**config.mk**
```make
export PLATFORM = sky130hd
export DESIGN_NAME = booth_seq_mult
export DESIGN_NICKNAME = d
export VERILOG_FILES = /design/src/rtl/booth_seq_mult.sv
export SDC_FILE = /design/constraint.sdc
export NUM_CORES = 1
export LEC_CHECK = 0
export ABC_CLOCK_PERIOD_IN_PS = 2860
export CAP_MARGIN = 20
export CELL_PAD_IN_SITES_DETAIL_PLACEMENT = 1
export CELL_PAD_IN_SITES_GLOBAL_PLACEMENT = 1
export CORE_ASPECT_RATIO = 1.75
export CORE_MARGIN = 1
export CORE_UTILIZATION = 43
export CTS_BUF_LIST = sky130_fd_sc_hd__clkbuf_8
export DETAILED_ROUTE_END_ITERATION = 10
export GPL_TIMING_DRIVEN = 1
export PLACE_DENSITY_LB_ADDON = 0.1
export SLEW_MARGIN = 5
export SYNTH_ARGS = -nofsm -noshare
export SYNTH_HDL_FRONTEND = slang
export SYNTH_SLANG_ARGS = --single-unit
```
**constraint.sdc**
```tcl
create_clock -name i_clk -period 2.86 [get_ports i_clk]
set_clock_uncertainty 0.1 [all_clocks]
set_input_delay 0.286 -clock i_clk [delete_from_list [all_inputs] [get_ports i_clk]]
set_output_delay 0.286 -clock i_clk [all_outputs]
set_load 0.02 [all_outputs]
```
**src/rtl/booth_seq_mult.sv**
```systemverilog
// Sequential radix-2 Booth multiplier: one Booth step per clock, WIDTH steps per
// signed product, with a registered product and a one-cycle done pulse.
module booth_seq_mult #(
  parameter int WIDTH     = 4,
  parameter int CNT_WIDTH = 3
) (
  input  logic                 i_clk,
  input  logic                 i_rst,
  input  logic                 i_start,
  input  logic [WIDTH-1:0]     i_multiplicand,
  input  logic [WIDTH-1:0]     i_multiplier,
  output logic                 o_busy,
  output logic                 o_done,
  output logic [2*WIDTH-1:0]   o_product
);

  typedef enum logic [1:0] {
    IDLE,
    CALC,
    DONE
  } state_t;

  state_t               state_q;
  logic [WIDTH:0]       a_q;
  logic [WIDTH:0]       m_q;
  logic [WIDTH-1:0]     q_q;
  logic                 q1_q;
  logic [CNT_WIDTH-1:0] cnt_q;
  logic [2*WIDTH-1:0]   product_q;
  logic                 busy_q;
  logic                 done_q;

  logic [WIDTH:0]       sum_d;
  logic [WIDTH:0]       a_d;
  logic [WIDTH-1:0]     q_d;
  logic                 q1_d;

  // A is one bit wider than the operands so subtracting the most negative M cannot overflow
  always_comb begin
    sum_d = a_q;
    unique case ({q_q[0], q1_q})
      2'b01:   sum_d = a_q + m_q;
      2'b10:   sum_d = a_q - m_q;
      default: sum_d = a_q;
    endcase
    a_d  = {sum_d[WIDTH], sum_d[WIDTH:1]};
    q_d  = {sum_d[0], q_q[WIDTH-1:1]};
    q1_d = q_q[0];
  end

  always_ff @(posedge i_clk or posedge i_rst) begin
    if (i_rst) begin
      state_q   <= IDLE;
      a_q       <= '0;
      m_q       <= '0;
      q_q       <= '0;
      q1_q      <= 1'b0;
      cnt_q     <= '0;
      product_q <= '0;
      busy_q    <= 1'b0;
      done_q    <= 1'b0;
    end else begin
      unique case (state_q)
        IDLE: begin
          done_q <= 1'b0;
          if (i_start) begin
            state_q <= CALC;
            m_q     <= {i_multiplicand[WIDTH-1], i_multiplicand};
            q_q     <= i_multiplier;
            a_q     <= '0;
            q1_q    <= 1'b0;
            cnt_q   <= '0;
            busy_q  <= 1'b1;
          end
        end
        CALC: begin
          a_q   <= a_d;
          q_q   <= q_d;
          q1_q  <= q1_d;
          cnt_q <= cnt_q + 1'b1;
          if (cnt_q == CNT_WIDTH'(WIDTH - 1)) begin
            state_q   <= DONE;
            product_q <= {a_d[WIDTH-1:0], q_d};
            done_q    <= 1'b1;
          end
        end
        DONE: begin
          state_q <= IDLE;
          done_q  <= 1'b0;
          busy_q  <= 1'b0;
        end
        default: begin
          state_q <= IDLE;
          done_q  <= 1'b0;
          busy_q  <= 1'b0;
        end
      endcase
    end
  end

  assign o_busy    = busy_q;
  assign o_done    = done_q;
  assign o_product = product_q;

endmodule

```
# Word-level counts from Yosys, hierarchy flattened
# Cells that the tools add are included.
# word_totals
mem_count,0
latchBits,0
reg_bits,29
mem_bits_rw,0
out_inout_bits,10
elab_cells,42
rom_bits,0
inputBits,11
# classes
n_eq_ne,6
reduce_logical,7
n_lt_le_gt_ge,0
n_mux,16
addsub,3
shift,0
bitwise,1
div,0
multipliers,0
# op_table
op,n
$pmux 5 s2,2
$reduce_and 2->1,5
$pmux 4 s2,1
$pmux 3 s2,1
$add 5x5->5,1
$mux 5,1
$sub 5x5->5,1
$eq 2x1->1 const B,2
$mux 1,4
$mux 2,2
$mux 4,1
$ne 2x2->1 const B,2
$pmux 1 s2,2
$pmux 2 s2,1
$add 3x1->3 const B,1
$eq 3x2->1 const B,1
$mux 3,1
$eq 2x2->1 const B,1
$logic_not 2->1,1
$reduce_bool 2->1,1
$not 1->1,1

# Depth between registers and ports, before layout
# Gate-level depths: netlist of the first run.
# logic_depth
word_depth,3
depth_mapped,10
ltp_nobuf,10

# Least setup slack after synthesis of the first run
# OpenSTA, ideal clock, no wires.
# synth_path
path_type,flip-flop to flip-flop
start,register q1_q
end,"register product_q[7], in the netlist o_product[7]"
setup_time_ns,0.124
n_path_buf,0
setup_slack_ns,0.429
arrival_time_ns,2.207
path_stages_with_launch,10
period_less_slack_ns,2.431
required_time_ns,2.636
cell_sequence,dfrtp_1 -> inv_1 -> ha_1 -> mux2_2 -> fa_1 -> nand2b_1 -> a21oi_1 -> xnor2_1 -> a21boi_0 -> o31a_1
# synth_between
elab_chain_cells,2
word_cells_on_any_way,3
classes_between,eq/ne (2); mux (1)
# synth_rtl
item,line,rtl
"start, declared",27,logic q1_q;
"start signal, assigned",79,q1_q <= q1_d;
$eq 2x2->1 or $eq 2x1->1 (tied branches),41,"unique case ({q_q[0], q1_q})"
$pmux 5 s2 *,41,
"end signal, assigned",83,"product_q <= {a_d[WIDTH-1:0], q_d};"
"end, declared",29,logic [2*WIDTH-1:0] product_q;
# Every way passes the cells marked *; elsewhere a longest branch is shown, timed or not.
# A chain may end at the register's enable or synchronous reset.

# Worst setup path after layout of the first run
# Ends and elaborated chain as after synthesis.

==> impl_results.md, run 1 <==
* Status: finished, final reports clean
* Crit Path Max Fanout at 5
* Die width at 45.8 um
* Busiest grt layer: met2
* R2R Path End: o_product[7]$_DFFE_PP0P_
* Sequential-to-total area share from yosys stat at 0.485
* Pin count of the biggest net entering global routing at 29
* Core area at around 3200 um^2
* Yosys top cell area share at 0.485
* Initial antenna violation count at 0
* Unique masters post-synth at 33
* CTS buffer count at 3
* IO Count at 21
* Unrepaired setup endpoints after global routing: no
* FMAX at 0.369 GHz
* Drt pass-1 iters at 4
* Rel. slew slack at 0.552
* Mapped Nets at 168
* Fillers at 398
* Count leader, synth: dfrtp_1
* RD Place Congestion at 0.798
* WP data arrival at 2.79 ns
* Clock sink count at 28
* N_diodes at 0
* Pleak at 0.800 nW
* Share of cells above drive strength 1 at 0.0765
* Nets at 191
* FF+latch count, synth at 28
* Iteration-0 DRC count of the detailed router at 21
* Worst min path class: in2async
* Setup_tns at 0 ns
* M2 GR Usage at 0.380
* Crit path time final at between 2 and 3 ns
* Met1 GRT Util at 0.252
* Area contributors post-synth: dfrtp_1, ha_1, o21ai_0
* CTS Hold Buffers Added at 0
* P&R area growth vs syn at 21.2%
* Tightest Pin Transition at 0.671 ns
* Yosys warnings at 0
* Synth Cell Area at 1440 um^2
* FF-to-FF setup slack at 0.15 ns
* Post-synth EDFFs at 0
* Asr flop ratio synth at 1.00
* CP max stage delay at between 0.4 and 0.5 ns
* Max clock buf depth at 2
* Endpoint class of the critical path: register
* R2R depth at 9
* Dpl cells at 209
* Critical-path top delay cell: fa_1
* Num rows at 27
* Routed wire length at 3370 um
* Endpoints failing setup at 0
* H-tree lvl count at 1
* DRC viols at 0
* Clock Pin Slew Worst Setup and Hold Paths at ~0.1 ns
* Final worst path period share at 0.948
* Startpoint Class: register
* Synthesized area per cell at 9.76 um^2
* Vias at ~1100
* Worst Setup SP: q1_q$_DFFE_PP0P_
* All-Layer GR Usage at 0.218
* PortBufs at 20
* First-pass GRT wire length at 5640 um
* Post-CTS sizing at 0
* Total die area at 3600 um^2
* Final max-slew violation count at 0
* WL per Instance at 15.8 um
* PD cells at between 1000 and 1500 nW/um^2
* Worst-path cell chain: inv_1 -> ha_1 -> mux2_2 -> fa_1 -> nand2b_1 -> a21oi_1 -> xnor2_2 -> a21boi_0 -> o31a_1
* M3 GR Usage at 0.0253
* Max Cap Violations at 0
* VDD IR max at 0.692 mV
* CP required at approximately 3 ns
* Most used DFF post-synth: dfrtp_1
* CTS tree: done
* Clock Tree Root: clkbuf_8
* Mapped Cells at between 100 and 150
* Hold Fails Final Rpt at 0
* Post-CTS Setup Bufs at 0
* Clk_lat worst skew at 0.28 ns
* HPWL after DPL at 2700 um
* Initial core utilization at 0.455
* Via density at 5.36
* Vias in the first global route at about 1300
* Remaining Overflow, GRT at 0
* Cell taking the most area after synthesis: dfrtp_1
* Remaining antenna violation count after routing at 0
* Most frequent cells after synthesis: dfrtp_1, nand2_1, o21ai_0
* Post-route insts no fill at 213
* Kind of critical path: reg2reg
* Final hold slack at around 0.26 ns
* RR Startpoint: q1_q$_DFFE_PP0P_
* Die height at 78.7 um
where the power goes:
part / internal (mW) / switching (mW)
combinational: 0.658 / 0.747
clock: 0.124 / 0.128
sequential: 0.585 / 0.158
total: 1.37 / 1.03
placed cells by master, fill, tap and decap left out, types with 2 or more instances in the layout:
cell / count
inv_1: 12
ha_1: 8
nor2b_1: 7
a21oi_1: 5
nand2b_1: 4
clkbuf_8: 4
a22o_1: 2
clkdlybuf4s50_1: 20
nor2_1: 8
a22oi_1: 3
xnor2_1: 2
dfrtp_1: 28
nand2_1: 22
o21ai_0: 19
buf_4: 2
mux2_2: 5
logic make-up after synthesis:
| family | share of synthesized area |
|---|---|
| buf+inv | 0.0485 |
| fa+ha+maj | 0.0832 |
| simple gates | 0.159 |
| compound gates | 0.161 |
| xor+xnor | 0.0243 |
| flops | 0.485 |
| mux | 0.0390 |
cell type report:
type,instances,area [um^2],share of cell area
clock buffer,4,55.1,0.0315
inverter,12,45.0,0.0257
multi-input combinational,104,681,0.389
sequential,28,701,0.400
tap,43,53.8,0.0307
timing repair buffer,22,215,0.123
flip-flops by register name (all words and copies together) (netlist names):
signal,flops
o_product,8
q_q,4
q1_q,1
cnt_q,3
m_q,4
o_busy,1
a_q,4
state_q,2
o_done,1
critical path, delay by kind of cell (launching register included):
family          cells  cell delay, ns
fa+ha+maj           2            0.65
compound gates      3            0.68
flops               1            0.40
buf+inv             1            0.06
mux                 1            0.38
xor+xnor            1            0.18
simple gates        1            0.16
through the flow:
stage               setup slack [ns]   util  power, mW  cell area, um^2
finish                         0.148  0.551       2.40             1750
global route                0.000488  0.551       2.61             1750
CTS                            0.105  0.549       2.41             1740
detailed placement             0.177  0.532       2.14             1690
global placement               0.356  0.532       2.03             1690
floorplan                      0.429      -       1.68             1440
routing by layer:
metal	share of wire	vias up
li1	-	543
met1	0.38	573
met2	0.57	17
met3	0.012	9
met4	0.029	0
met5	0	-
worst max-delay path by stage:
stage	endpoint	slack [ns]
floorplan	o_product[7]$_DFFE_PP0P_	0.43
global placement	o_product[7]$_DFFE_PP0P_	0.36
detailed placement	o_product[7]$_DFFE_PP0P_	0.18
CTS	o_product[7]$_DFFE_PP0P_	0.11
global route	o_product[7]$_DFFE_PP0P_	0.0005
finish	o_product[7]$_DFFE_PP0P_	0.15
(Power assumes the default switching activity.)
==> inputs of run 2 (changes only) <==
--- a/config.mk
+++ b/config.mk
@@ -6,14 +6,14 @@
 export NUM_CORES = 1
 export LEC_CHECK = 0
 export ABC_CLOCK_PERIOD_IN_PS = 2860
-export CAP_MARGIN = 20
 export CELL_PAD_IN_SITES_DETAIL_PLACEMENT = 1
 export CELL_PAD_IN_SITES_GLOBAL_PLACEMENT = 1
 export CORE_ASPECT_RATIO = 1.75
 export CORE_MARGIN = 1
-export CORE_UTILIZATION = 43
+export CORE_UTILIZATION = 30
 export CTS_BUF_LIST = sky130_fd_sc_hd__clkbuf_8
 export DETAILED_ROUTE_END_ITERATION = 10
+export GPL_ROUTABILITY_DRIVEN = 0
 export GPL_TIMING_DRIVEN = 1
 export PLACE_DENSITY_LB_ADDON = 0.1
 export SLEW_MARGIN = 5
==> impl_results.md, run 2 (synthesized netlist as in run 1, its figures left out) <==
* Post-CTS sizing at 0 (unchanged)
* Clk pwr share at 0.089 (-0.016)
* Remaining Overflow, GRT at 0 (unchanged)
* Final hold slack at 0.274 ns (+0.0170 ns)
* Setup_tns at 0 ns (unchanged)
* Total die area at 5110 um^2 (+42%)
* Max Cap Violations at 0 (unchanged)
* Pin count of the biggest net entering global routing at 29 (unchanged)
* CTS Hold Buffers Added at 0 (unchanged)
* Final max-slew violation count at 0 (unchanged)
* WP data arrival at 2.68 ns (-0.11 ns)
* WL per Instance at 14.9 um (-5.7%)
* All-Layer GR Usage at 0.153 (-0.0657)
* Max reg flops at 8 (unchanged)
* Tightest Pin Transition at 0.662 ns (-0.00934 ns)
* Critical path endpoint: o_product[7]$_DFFE_PP0P_
* PortBufs at 20 (unchanged)
* Die width at 54.4 um (+19%)
* Routed wire length at 3300 um (-2.2%)
* Hold Fails Final Rpt at 0 (unchanged)
* Fillers at 547 (+37%)
* Critical-path top delay cell: fa_1
* Rel. slew slack at 0.558 (+0.00624)
* Largest delay share family, worst path: adder cells
* Core area at 4670 um^2 (+47%)
* Max clock buf depth at 2 (unchanged)
* Crit path depth at 9 (unchanged)
* Status: finished, final reports clean
* Placed Instance Area at 1700 um^2 (+0.67%)
* P&R area growth vs syn at 20.5%
* DRC viols at 0 (unchanged)
* CP required at 2.92 ns (about the same)
* Crit path time final at 2.62 ns (-0.0900 ns)
* Seq pwr share at 0.324 (+0.015)
* Kind of critical path: reg2reg
* R2R Path End: o_product[7]$_DFFE_PP0P_
* Initial antenna violation count at 0 (unchanged)
* Commonest non-fill, non-tap cell in the layout: dfrtp_1
* Sw frac at 0.426 (-0.00441)
* R2R depth at 9 (unchanged)
* RR Startpoint: q1_q$_DFFE_PP0P_
* Vias at 1111 (-2.7%)
* Total power at 2.29 mW (-4.6%)
* H-tree lvl count at 1 (unchanged)
* Drt pass-1 iters at 4 (unchanged)
* Post-CTS Setup Bufs at 0 (unchanged)
* Most frequent cells in the layout: dfrtp_1, nand2_1, clkdlybuf4s50_1, o21ai_0, inv_1
* FF-to-FF setup slack at 0.24 ns (+0.09 ns)
* Worst Path Buf+Inv at 1 (unchanged)
* Share of cells above drive strength 1 at 0.0651 (-0.0114)
* Comb power frac at 0.587 (about the same)
* Nets at 191 (unchanged)
* IO Count at 21 (unchanged)
* Clock Tree Root: clkbuf_8
* Clock Pin Slew Worst Setup and Hold Paths at 0.09 ns (about the same)
* VDD IR max at 0.608 mV (-12%)
* Pleak at 0.788 nW (-1.5%)
* N_diodes at 0 (unchanged)
* Worst Setup SP: q1_q$_DFFE_PP0P_
* FMAX at 0.381 GHz (+3.4%)
* Initial core utilization at 0.309 (-0.145)
* Crit Path Max Fanout at 5 (unchanged)
* Num rows at 33 (+22%)
* Worst min path class: in2async
* Startpoint Class: register
* Endpoints failing setup at 0 (unchanged)
* CP max stage delay at 0.43 ns (about the same)
* Die height at 93.8 um (+19%)
* PD cells at 1310 nW/um^2 (-4.1%)
* Endpoint class of the critical path: register
* Iteration-0 DRC count of the detailed router at 11 (-48%)
* CTS buffer count at 3 (unchanged)
* Final worst path period share at 0.917 (-0.0315)
* Worst-path cell chain: inv_1 -> ha_1 -> mux2_2 -> fa_1 -> nand2b_1 -> a21oi_1 -> xnor2_1 -> a21boi_0 -> o31a_1
* HPWL after DPL at 2670 um (-0.86%)
* Clock sink count at 28 (unchanged)
* Net Switching at 0.975 mW (-5.6%)
* Internal at 1.31 mW (-3.9%)
* Vias in the first global route at 1147 (-9.1%)
* Clk_lat worst skew at 0.27 ns (about the same)
* Via density at 5.03 (-6.2%)
* Remaining antenna violation count after routing at 0 (unchanged)
* Design Area, Final at 1740 um^2 (-0.57%)
* CTS tree: done
* First-pass GRT wire length at 5540 um (-1.8%)
* Unrepaired setup endpoints after global routing: no
## run 2: cell types whose count changed in the layout (fill, tap and decap cells not counted)
cell,before,now
xnor2_2,1,0
clkbuf_8,4,3
xnor2_1,2,3
## run 2: power by group through the flow
stage | registers [mW] | logic (mW) | clock network, mW
global route | 0.769 | 1.51 | 0.231
finish | 0.741 | 1.34 | 0.205
global placement | 0.742 | 1.34 | 0
floorplan | 0.775 | 0.906 | 0
CTS | 0.746 | 1.38 | 0.218
detailed placement | 0.754 | 1.37 | 0
## run 2: routing by layer
| metal | track usage | up-vias | part of all wire |
|---|---|---|---|
| met2 | 0.275 | 11 | 0.57 |
| met3 | 0.0162 | 4 | 0.014 |
| li1 | - | 545 | - |
| met4 | 0.0513 | 0 | 0.013 |
| met1 | 0.176 | 551 | 0.41 |
| met5 | 0 | - | 0 |
## run 2: how the worst min path moves through the flow
stage / endpoint / slack (ns) / cells past startpoint
after global routing: m_q[3]$_DFFE_PP0P_ / 0.31 / 3
after detailed placement: cnt_q[2]$_DFFE_PP0P_ / 0.38 / 2
final: m_q[1]$_DFFE_PP0P_ / 0.27 / 3
after CTS: m_q[1]$_DFFE_PP0P_ / 0.29 / 3
after global placement: cnt_q[2]$_DFFE_PP0P_ / 0.36 / 2
after floorplan: a_q[0]$_DFFE_PP0P_ / 0.25 / 1
## run 2: worst min-delay path: cells and delay by family
kind	cells	cell delay (ns)
buffers and inverters	3	0.77
## run 2: cell type report
class	count	area (um^2)	share of cell area
Multi-Input combinational cell	104	673	0.387
Clock buffer	3	41.3	0.0237
Tap cell	52	65.1	0.0374
Inverter	12	45.0	0.0259
Timing Repair Buffer	22	215	0.124
Sequential cell	28	701	0.403
## run 2: per-stage QoR
step,instances,worst slack [ns],util
after global placement,218,0.315,0.364
after detailed placement,218,0.250,0.364
after CTS,221,0.209,0.373
after floorplan,148,0.429,-
after global routing,221,0.0458,0.373
final,221,0.238,0.373
==> inputs of run 3 (changes only) <==
--- a/config.mk
+++ b/config.mk
@@ -5,6 +5,7 @@
 export SDC_FILE = /design/constraint.sdc
 export NUM_CORES = 1
 export LEC_CHECK = 0
+export ABC_AREA = 1
 export ABC_CLOCK_PERIOD_IN_PS = 2860
 export CELL_PAD_IN_SITES_DETAIL_PLACEMENT = 1
 export CELL_PAD_IN_SITES_GLOBAL_PLACEMENT = 1
==> impl_results.md, run 3 <==
* Status: finished, final reports clean
* Most common cell on crit path: nand2_1
* Post-synth EDFFs at 0 (unchanged)
* Post-CTS Setup Bufs at 0 (unchanged)
* Remaining antenna violation count after routing at 0 (unchanged)
* R2R depth at 14 (+5)
* DRC viols at 0 (unchanged)
* Core area at 4670 um^2 (unchanged)
* FF-to-FF setup slack at 0.59 ns (+0.35 ns)
* Placed Instance Area at 1710 um^2 (+0.88%)
* Most used DFF post-synth: dfrtp_1
* Count leader, synth: nand2_1
* Iteration-0 DRC count of the detailed router at 11 (unchanged)
* Die width at 54.7 um (+0.46%)
* Clk_lat worst skew at 0.28 ns (about the same)
* CTS Hold Buffers Added at 0 (unchanged)
* Most frequent cells in the layout: nand2_1, dfrtp_1, inv_1, clkdlybuf4s50_1, nor2_1
* Cell taking the most area after synthesis: dfrtp_1
* Clock Pin Slew Worst Setup and Hold Paths at 0.10 ns (about the same)
* Nets at 205 (+7.3%)
* PortBufs at 20 (unchanged)
* H-tree lvl count at 1 (unchanged)
* CTS buffer count at 3 (unchanged)
* Yosys warnings at 0 (unchanged)
* Num rows at 33 (unchanged)
* VDD IR max at 0.563 mV (-7.3%)
* PD cells at 1410 nW/um^2 (+7.2%)
* Hold Fails Final Rpt at 0 (unchanged)
* Dpl ws at 0.627 ns (+0.377 ns)
* Vias in the first global route at 1251 (+9.1%)
* R2R Path End: o_product[7]$_DFFE_PP0P_
* Pleak at 0.886 nW (+12%)
* Critical-path top delay cell: dfrtp_1
* Vias at 1156 (+4.1%)
* Via density at 4.90 (-2.6%)
* Max clock buf depth at 2 (unchanged)
* FF+latch count, synth at 28 (unchanged)
* Final max-slew violation count at 0 (unchanged)
* P&R area growth vs syn at 22.5%
* RR Startpoint: q_q[0]$_DFFE_PP0P_
* Remaining Overflow, GRT at 0 (unchanged)
* First-pass GRT wire length at 5830 um (+5.2%)
* Sequential-to-total area share from yosys stat at 0.481 (-0.00458)
* Kind of critical path: reg2reg
* WL per Instance at 14.3 um (-4.5%)
* Post-CTS sizing at 0 (unchanged)
* Clock Tree Root: clkbuf_8
* Design Area, Final at 1790 um^2 (+2.6%)
* Worst min path class: in2async
* Max Cap Violations at 0 (unchanged)
* HPWL after DPL at 2650 um (-0.71%)
* FMAX at 0.440 GHz (+15%)
* Most frequent cells after synthesis: nand2_1, dfrtp_1, inv_1
* Synth Cell Area at 1460 um^2 (+0.95%)
* Endpoint class of the critical path: register
* Drt pass-1 iters at 4 (unchanged)
* Post-route insts no fill at 236 (+6.8%)
* Area contributors post-synth: dfrtp_1, nand2_1, ha_1
* IO Count at 21 (unchanged)
* Total die area at 5150 um^2 (+0.93%)
* Crit Path Max Fanout at 7 (+2)
* Max reg flops at 8 (unchanged)
* CTS tree: done
* Rel. slew slack at 0.724 (+0.166)
* Asr flop ratio synth at 1.00 (unchanged)
* Final worst path period share at 0.795 (-0.122)
* Initial antenna violation count at 0 (unchanged)
* Dpl cells at 232 (+6.4%)
* WP data arrival at 2.35 ns (-0.33 ns)
* CP max stage delay at 0.39 ns (-0.04 ns)
* Unique masters post-synth at 31 (-6.1%)
* Commonest non-fill, non-tap cell in the layout: nand2_1
* Initial core utilization at 0.312 (+0.00295)
* Mapped Cells at 161 (+8.8%)
* Yosys top cell area share at 0.481 (-0.00458)
* Tightest Pin Transition at 0.410 ns (-0.252 ns)
* Endpoints failing setup at 0 (unchanged)
* Routed wire length at 3360 um (+1.9%)
* Crit path time final at 2.27 ns (-0.349 ns)
* Synthesized area per cell at 9.05 um^2 (-7.2%)
* Mapped Nets at 181 (+7.7%)
* Pin count of the biggest net entering global routing at 29 (unchanged)
* CP required at 2.94 ns (+0.02 ns)
* Worst-path cell chain: ha_1 -> a31oi_1 -> xor2_1 -> inv_1 -> ha_1 -> nand2_1 -> nor2_1 -> nor2_1 -> nand2_1 -> nand3_1 -> nand2_1 -> nand2_1 -> nand2_1 -> nand2_1
* Setup_tns at 0 ns (unchanged)
* Startpoint Class: register
* Final setup margin at 0.587 ns (+0.349 ns)
* Die height at 94.2 um (+0.46%)
* Share of cells above drive strength 1 at 0.103 (+0.0382)
* N_diodes at 0 (unchanged)
* All-Layer GR Usage at 0.156 (+0.00353)
* Clock sink count at 28 (unchanged)
* Unrepaired setup endpoints after global routing: no
[run 3: metrics by stage]
step / hold slack [ns] / power (mW) / util
after CTS: 0.279 / 2.57 / 0.383
final: 0.259 / 2.52 / 0.383
after floorplan: 0.251 / 1.79 / -
after detailed placement: 0.362 / 2.24 / 0.367
after global routing: 0.314 / 2.80 / 0.383
after global placement: 0.362 / 2.17 / 0.367
[run 3: routing by layer]
layer | share of wire | vias up | track usage
li1 | - | 572 | -
met1 | 0.42 | 562 | 0.178
met2 | 0.54 | 18 | 0.270
met3 | 0.027 | 4 | 0.0243
met4 | 0.016 | 0 | 0.0684
met5 | 0 | - | 0
[run 3: logic make-up after synthesis]
kind of cell	synth area share
xor gates and xnor gates	0.0120
DFF	0.481
AOI/OAI and AO/OA	0.124
adders and majority gates	0.0824
muxes	0.0146
buffers and inverters	0.0798
and+or+nand+nor	0.207
[run 3: worst max-delay path by stage]
stage | startpoint | to | slack (ns) | cells past startpoint
after CTS | q_q[0]$_DFFE_PP0P_ | a_q[3]$_DFFE_PP0P_ | 0.58 | 14
after detailed placement | q_q[0]$_DFFE_PP0P_ | o_product[7]$_DFFE_PP0P_ | 0.63 | 14
after floorplan | q_q[0]$_DFFE_PP0P_ | a_q[3]$_DFFE_PP0P_ | 0.84 | 14
after global routing | q_q[0]$_DFFE_PP0P_ | o_product[7]$_DFFE_PP0P_ | 0.29 | 14
final | q_q[0]$_DFFE_PP0P_ | o_product[7]$_DFFE_PP0P_ | 0.59 | 14
after global placement | q_q[0]$_DFFE_PP0P_ | o_product[7]$_DFFE_PP0P_ | 0.70 | 14
[run 3: report_power, final]
| group | total, mW | internal, mW | switching [mW] |
|---|---|---|---|
| Sequential | 0.693 | 0.589 | 0.104 |
| Combinational | 1.51 | 0.602 | 0.904 |
| Clock | 0.319 | 0.188 | 0.131 |
| Total | 2.52 | 1.38 | 1.14 |
[run 3: critical path, delay by kind of cell (launching register included)]
kind	cells	cell delay, ns
compound gates	1	0.19
xor+xnor	1	0.18
buf+inv	1	0.07
flops	1	0.39
simple gates	9	0.57
fa+ha+maj	2	0.65
[run 3: layout make-up]
class | count | area (um^2)
clock inverter | 1 | 30.0
tap | 52 | 65.1
multi-input combinational | 105 | 641
timing repair buffer | 21 | 208
inverter | 26 | 100
sequential | 28 | 701
clock buffer | 3 | 41.3
fill | 562 | 2880
